==> config.mk <==
export PLATFORM = sky130hd
export DESIGN_NAME = round_robin_arb4
export DESIGN_NICKNAME = d
export VERILOG_FILES = /design/src/rtl/arb_pkg.sv /design/src/rtl/rr_pick.sv /design/src/rtl/round_robin_arb4.sv
export SDC_FILE = /design/constraint.sdc
export NUM_CORES = 1
export LEC_CHECK = 0
export CAP_MARGIN = 25
export CORE_UTILIZATION = 50
export DETAILED_ROUTE_END_ITERATION = 16
export PLACE_DENSITY = 0.82
export SLEW_MARGIN = 15
export SYNTH_ARGS = -nofsm -noshare
export SYNTH_HDL_FRONTEND = slang
export SYNTH_SLANG_ARGS = --single-unit
==> constraint.sdc <==
create_clock -name clk -period 3.1 [get_ports clk]
set_clock_uncertainty 0.05 [all_clocks]
set_input_delay 0.62 -clock clk [delete_from_list [all_inputs] [get_ports clk]]
set_output_delay 0.62 -clock clk [all_outputs]
set_load 0.1 [all_outputs]
==> src/rtl/arb_pkg.sv <==
// rtl/arb_pkg.sv - shared sizes and FSM state type for the 4-way round-robin arbiter
package arb_pkg;
    localparam int N_REQ  = 4;
    localparam int IDX_W  = 2;
    localparam int HOLD_W = 8;

    typedef enum logic {
        IDLE  = 1'b0,
        GRANT = 1'b1
    } state_t;
endpackage

==> src/rtl/rr_pick.sv <==
// rtl/rr_pick.sv - rotating 4-to-2 priority encoder; search starts after ptr and ends at ptr
module rr_pick
    import arb_pkg::*;
(
    input  logic [N_REQ-1:0] mask,
    input  logic [IDX_W-1:0] ptr,
    output logic             found,
    output logic [IDX_W-1:0] idx
);
    logic [IDX_W-1:0] cand;

    always_comb begin
        found = 1'b0;
        idx   = '0;
        cand  = '0;
        for (int i = 1; i <= N_REQ; i++) begin
            // offset N_REQ wraps to ptr itself, giving it the lowest priority
            cand = ptr + IDX_W'(i);
            if (!found && mask[cand]) begin
                found = 1'b1;
                idx   = cand;
            end
        end
    end
endmodule

==> src/rtl/round_robin_arb4.sv <==
// rtl/round_robin_arb4.sv - 4-requester round-robin arbiter with bounded hold and back-to-back handover
module round_robin_arb4
    import arb_pkg::*;
#(
    parameter int MAX_HOLD = 8
) (
    input  logic             clk,
    input  logic             rst,
    input  logic [N_REQ-1:0] req,
    input  logic             done,
    output logic [N_REQ-1:0] gnt,
    output logic [IDX_W-1:0] gnt_idx,
    output logic             gnt_valid
);
    localparam logic [HOLD_W-1:0] HOLD_LAST = HOLD_W'(MAX_HOLD - 1);

    state_t            state, state_n;
    logic [IDX_W-1:0]  ptr, ptr_n;
    logic [HOLD_W-1:0] hold_cnt, hold_n;
    logic [N_REQ-1:0]  gnt_n;
    logic [IDX_W-1:0]  idx_n;
    logic              valid_n;

    logic [N_REQ-1:0]  pick_mask;
    logic              pick_found;
    logic [IDX_W-1:0]  pick_idx;
    logic              others_pending;
    logic              release_now;

    // Owner is always excluded on release; when release is due to hold expiry
    // another request is pending, so the search lands elsewhere anyway.
    assign pick_mask      = (state == GRANT) ? (req & ~gnt) : req;
    assign others_pending = |(req & ~gnt);
    assign release_now    = done || !req[gnt_idx]
                            || ((hold_cnt == HOLD_LAST) && others_pending);

    rr_pick u_pick (
        .mask  (pick_mask),
        .ptr   (ptr),
        .found (pick_found),
        .idx   (pick_idx)
    );

    always_comb begin
        state_n = state;
        ptr_n   = ptr;
        hold_n  = hold_cnt;
        gnt_n   = gnt;
        idx_n   = gnt_idx;
        valid_n = gnt_valid;
        if ((state == IDLE) || release_now) begin
            if (pick_found) begin
                state_n = GRANT;
                ptr_n   = pick_idx;
                hold_n  = '0;
                idx_n   = pick_idx;
                gnt_n   = N_REQ'(1) << pick_idx;
                valid_n = 1'b1;
            end else begin
                state_n = IDLE;
                hold_n  = '0;
                idx_n   = '0;
                gnt_n   = '0;
                valid_n = 1'b0;
            end
        end else if (hold_cnt != HOLD_LAST) begin
            hold_n = hold_cnt + HOLD_W'(1);
        end
    end

    always_ff @(posedge clk or posedge rst) begin
        if (rst) begin
            state     <= IDLE;
            ptr       <= IDX_W'(N_REQ - 1);
            hold_cnt  <= '0;
            gnt       <= '0;
            gnt_idx   <= '0;
            gnt_valid <= 1'b0;
        end else begin
            state     <= state_n;
            ptr       <= ptr_n;
            hold_cnt  <= hold_n;
            gnt       <= gnt_n;
            gnt_idx   <= idx_n;
            gnt_valid <= valid_n;
        end
    end
endmodule

## Word-level counts from Yosys, hierarchy flattened

Cells that the tools add are included.

| word-level totals | value |
|---|---|
| register bits after elaboration | 17 |
| bits of input ports | 7 |
| output and inout bits | 7 |
| logic and storage cells | 58 |

| operators by class | value |
|---|---|
| add/sub/neg operators | 4 |
| order comparisons | 5 |
| equal/unequal tests | 2 |
| shift operators | 1 |
| multiplexer cells | 24 |
| bitwise logic cells | 3 |
| reductions and logical operators | 14 |

Operator list:

| kind | count |
|---|---|
| 8-bit two-way mux | 2 |
| 2-bit by 3-bit less-than comparator with 1-bit output (second input constant) | 5 |
| 1-bit binary-select mux with 2-bit select | 5 |
| 1-bit two-way mux | 10 |
| 2-bit two-way mux | 5 |
| 8-bit by 1-bit adder with 8-bit output (second input constant) | 1 |
| 8-bit by 3-bit == test with 1-bit output (second input constant) | 1 |
| 4-bit two-way mux | 2 |
| 8-bit by 3-bit inequality test with 1-bit output (second input constant) | 1 |
| 2-bit adder (second input constant) | 2 |
| 4-bit AND | 1 |
| 1-bit logical AND | 4 |
| 1-bit zero test | 4 |
| 4-bit NOT | 1 |
| 4-bit OR reduction | 1 |
| 1-bit by 2-bit left shift with 4-bit output (first input constant) | 1 |
| 1-bit logical OR | 3 |
| 2-bit by 1-bit adder with 2-bit output (second input constant) | 1 |
| 2-bit AND reduction | 1 |
| 2-bit nonzero test | 1 |
| 1-bit NOT | 1 |

## Depth between registers and ports, before layout

| depth | value |
|---|---|
| depth in word-level cells | 17 |
| gate-level depth with buffers | 7 |
| gate-level depth less buffers | 6 |

## Modules after synthesis

Synthesis repeated with hierarchy kept, for this count alone.

| second synthesis, totals | value |
|---|---|
| cell total of the unflattened synthesis | 96 |
| area, all modules | 968.4 µm² |

Modules (own cells, without submodules):

| module | instances | cells each | area each (µm²) | seq. area each (µm²) |
|---|---|---|---|---|
| round_robin_arb4 | 1 | 82 | 877.1 | 427.9 |
| rr_pick | 1 | 14 | 91.3 | 0.0 |

## Worst setup path before layout

OpenSTA, ideal clock, no wires.

| path | value |
|---|---|
| kind | reg-to-reg |
| start point | reg state |
| end point | reg gnt[0] |
| library setup time | 0.110 ns |
| arrival | 2.243 ns |
| data required time | 2.940 ns |
| setup slack | 0.697 ns |
| cell stages (with the launch flop) | 7 |
| buffers on the path | 1 |
| period minus slack after synthesis | 2.403 ns |
| cell sequence | dfrtp_1 > clkbuf_1 > a21boi_1 > nor2b_1 > o21ai_0 > o221ai_1 > o41ai_1 |

| between the ends | value |
|---|---|
| cells in the longest elaborated chain, start to end | 15 |
| elaborated cells on any way between the ends | 27 |
| classes of those cells | 1 x shift; 18 x mux; 1 x bitwise; 7 x reduce/logical |

Ends and longest elaborated chain:

| what | line | RTL |
|---|---|---|
| from (decl) | round_robin_arb4.sv:17 | `state_t state, state_n;` |
| from (signal assigned) | round_robin_arb4.sv:80 | `state <= state_n;` |
| 4-bit two-way mux | round_robin_arb4.sv:32 | `assign pick_mask = (state == GRANT) ? (req & ~gnt) : req;` |
| 1-bit binary-select mux with 2-bit select | rr_pick.sv:19 | `if (!found && mask[cand]) begin` |
| 1-bit two-way mux (not written as such) | rr_pick.sv:19 |  |
| 1-bit two-way mux | rr_pick.sv:19 |  |
| 1-bit zero test | rr_pick.sv:19 |  |
| 1-bit logical AND | rr_pick.sv:19 |  |
| 1-bit two-way mux | rr_pick.sv:19 |  |
| 1-bit zero test | rr_pick.sv:19 |  |
| 1-bit logical AND | rr_pick.sv:19 |  |
| 1-bit two-way mux | rr_pick.sv:19 |  |
| 1-bit zero test | rr_pick.sv:19 |  |
| 1-bit logical AND | rr_pick.sv:19 |  |
| 2-bit two-way mux | rr_pick.sv:19 |  |
| 1-bit by 2-bit left shift with 4-bit output | round_robin_arb4.sv:57 | `gnt_n = N_REQ'(1) << pick_idx;` |
| 4-bit two-way mux | round_robin_arb4.sv:52 | `if (pick_found) begin` |
| to (signal assigned) | round_robin_arb4.sv:83 | `gnt <= gnt_n;` |
| to (decl) | round_robin_arb4.sv:11 | `output logic [N_REQ-1:0] gnt,` |

Parallel ways exist; a longest one is shown, timed or not. The select of a mux whose other input is x is not followed.
A chain may end at the register's enable or synchronous reset.

## Worst setup path after layout

| path | value |
|---|---|
| start point | reg hold_cnt[3] |
| end point | reg ptr[0] |

| between the ends | value |
|---|---|
| cells in the longest elaborated chain, start to end | 5 |

Ends and longest elaborated chain:

| what | line | RTL |
|---|---|---|
| from (decl) | round_robin_arb4.sv:19 | `logic [HOLD_W-1:0] hold_cnt, hold_n;` |
| from (signal assigned) | round_robin_arb4.sv:82 | `hold_cnt <= hold_n;` |
| 8-bit by 3-bit == test with 1-bit output | round_robin_arb4.sv:35 | `\|\| ((hold_cnt == HOLD_LAST) && others_pending);` |
| 1-bit logical AND | round_robin_arb4.sv:35 |  |
| 1-bit logical OR | round_robin_arb4.sv:35 |  |
| 1-bit logical OR | round_robin_arb4.sv:51 | `if ((state == IDLE) \|\| release_now) begin` |
| 2-bit AND reduction (no source line) | n/a |  |
| to (signal assigned) | round_robin_arb4.sv:74 | `ptr <= IDX_W'(N_REQ - 1);` |
| to (signal assigned) | round_robin_arb4.sv:81 | `ptr <= ptr_n;` |
| to (decl) | round_robin_arb4.sv:18 | `logic [IDX_W-1:0] ptr, ptr_n;` |

No other way between the ends.

==> metrics.md <==
| Metric | Value |
|---|---|
| Headroom to the max-slew limit | 59.0% |
| Fraction of registers with async set/reset | 100% |
| Fillers | 152 |
| Row count | 15 |
| Final Hold Viols | 0 |
| Ports | 14 |
| Post-CTS Setup Bufs | 0 |
| Slowest stage cell, crit path | or4_4 |
| Clock power frac | 10.0% |
| Synthesis-to-finish area growth | 16.9% |
| Most numerous cell in the Yosys netlist | dfrtp_1 |
| Critical path's top delay family | simple AND/OR/NAND/NOR gates |
| Clock root buffer | clkbuf_4 |
| Crit path buf inv count | 0 |
| Fmax | 425 MHz |
| Die area | 2140 µm² |
| PwrDens | 1000 nW/µm² |
| CTS sink count | 17 |
| Mapped Nets | 111 |
| DP HPWL | 1.43 mm |
| Area share of the largest cell type after synthesis | 38.3% |
| Pleak | 0.000506 µW |
| Max-slew violation count | 0 |
| Post-Syn Area per Cell | 9.51 µm² |
| WP data arrival | 2520 ps |
| Share of cells above drive strength 1 | 18.6% |
| Combinational Power Share | 56.9% |
| Clock Pin Slew Worst Setup and Hold Paths | 100 ps |
| Area leader, netlist | dfrtp_1 |
| Vias per Instance | 5.85 |
| Core region area | 1780 µm² |
| Sw power | 586 µW |
| Syn. warnings | 0 |
| VDD IR max | 0.893 mV |
| Setup crit start kind | register |
| Number of library cell types mapped by synthesis | 40 |
| Final Non-Filler Cells | 143 |
| Cts repair resizes | 0 |
| Post-Synthesis Cell Area | 980 µm² |
| TritonCTS clock tree | done |
| Number of synthesized flops with an enable pin | 0 |
| Max Cap Viol | 0 |
| Nets | 127 |
| PortBufs | 13 |
| Outcome | finished, final reports clean |
| Vias | 836 |
| CTS Buffer Depth | 2 |
| Antenna diodes | 0 |
| Sequential share of power | 33.1% |
| Drt pass-1 iters | 4 |
| Post-DRT Antenna Nets | 0 |
| Largest net degree at the start of global routing | 18 |
| Initial Utilization | 54.9% |
| Die height | 46.3 µm |
| Global-route wire length before repair | 3.26 mm |
| Setup violations, final | 0 |
| Post-Place Cells | 139 |
| Pint | 558 µW |
| Die width | 46.3 µm |
| Final WL | 1.94 mm |
| Crit path largest cell delay | 540 ps |
| Synthesized flop and latch total | 17 |
| Tcrit/Tclk final | 75.9% |
| H-tree Lvls | 1 |
| Seq/Total Area, Yosys | 43.7% |
| Setup CP Type | reg -> reg |
| Synth cell count leaders | dfrtp_1, nand2_1, nor2_1 |
| Setup Total Neg Slack | 0 ps |
| Worst skew pair latency | 280 ps |
| Gr usage total | 21.3% |
| Worst Path Required | 3260 ps |
| Kind of end point of the critical path | register |
| Synth top area cells | dfrtp_1, dfstp_2, nand2_1 |
| Min Tclk post-route | 2350 ps |
| GRT Residual Overflow | 0 |
| GP Congestion | 0.969 |
| Drt wl/cell | 13.5 µm |
| Least-Margin Pin Slew | 615 ps |
| CP cell instances | or4_4 > or3_4 > o2111a_2 > or2_4 > mux2_4 |
| # hold bufs at CTS | 0 |
| Initial antenna violation count | 0 |
| Hold crit path type | reg -> reg |
| Layout Utilization | 64.2% |
| Cells after synthesis | 103 |
| 1st-iter DRT viols | 30 |
| Switching share of total power | 51.2% |
| Most used DFF post-synth | dfrtp_1 |
| CTS Buf Count | 3 |
| DRC viols | 0 |
| Critical path fanouts, max | 8 |
| Vias in the first global route | 741 |
| Unrepaired setup endpoints after global routing | no |
## registers in the layout, summed over array words and instances, names as in the netlist
register,cells
state,1
ptr,2
gnt,4
gnt_idx,2
hold_cnt,8
## worst reg2reg max path, cell delays in order (launching register included)
cell and delay (ps):
dfrtp_1 440, or4_4 540, or3_4 360, o2111a_2 330
or2_4 270, mux2_4 290
## layout make-up
| type | count | area, µm² | share of cell area (%) |
|---|---|---|---|
| timing repair buffer | 14 | 120 | 10.5 |
| clock buffer | 4 | 26.3 | 2.30 |
| multi-input combinational | 81 | 532 | 46.4 |
| tap | 25 | 31.3 | 2.73 |
| sequential | 17 | 428 | 37.4 |
| inverter | 2 | 7.51 | 0.656 |
## kinds of logic after synthesis
kind of cell,share of synthesized area (%)
xor+xnor,5.36
flops,43.7
buf+inv,2.04
compound gates,18.1
fa+ha+maj,1.28
simple gates,23.6
mux,5.87
## metrics by stage
step | hold WS, ps | cell area (µm²) | worst slack (ps) | total power [µW]
final | 497 | 1140 | 747 | 1140
after floorplan | 455 | 980 | 697 | 890
after global routing | 509 | 1140 | 703 | 1210
after CTS | 496 | 1140 | 757 | 1150
after global placement | 481 | 1120 | 629 | 1020
after detailed placement | 481 | 1120 | 627 | 1030
## path summary, 6_finish.rpt
path	start	end	slack, ps	cells past startpoint
worst min-delay path	ptr[1]	ptr[1]	500	1
worst max-delay path	hold_cnt[3]	ptr[0]	750	5
min in group asynchronous	rst	hold_cnt[6]	650	2
max in group asynchronous	rst	gnt[2]	1950	2
worst min register to register	ptr[1]	ptr[1]	500	1
worst max register to register	hold_cnt[3]	ptr[0]	750	5
## power by group through the flow
stage                     Sequential [µW]  Clock (µW)  Combinational (µW)
after floorplan                       593           0                 297
after global placement                380           0                 645
after detailed placement              382           0                 651
after CTS                             378         121                 652
after global routing                  390         128                 693
final                                 379         114                 651
## layout by cell type (no fill, tap or decap), drive strengths merged, types with 3 or more instances in the layout
master / n
dfrtp: 15
nand2: 13
nor2: 10
buf: 8
clkdlybuf4s50: 6
nor3: 5
nand3: 5
a21oi: 4
nand2b: 4
xor2: 4
clkbuf: 4
nor2b: 3
mux2: 3
## metal layers
| layer | vias up | share of wire (%) | GRT usage (%) | wire length [µm] |
|---|---|---|---|---|
| li1 | 402 | - | - | - |
| met1 | 400 | 48 | 32.2 | 939 |
| met2 | 32 | 45 | 32.4 | 881 |
| met3 | 2 | 5.7 | 3.53 | 111 |
| met4 | 0 | 0.26 | 3.53 | 5 |
| met5 | - | 0 | 0 | 0 |
Power figures use the tool's default switching activity.
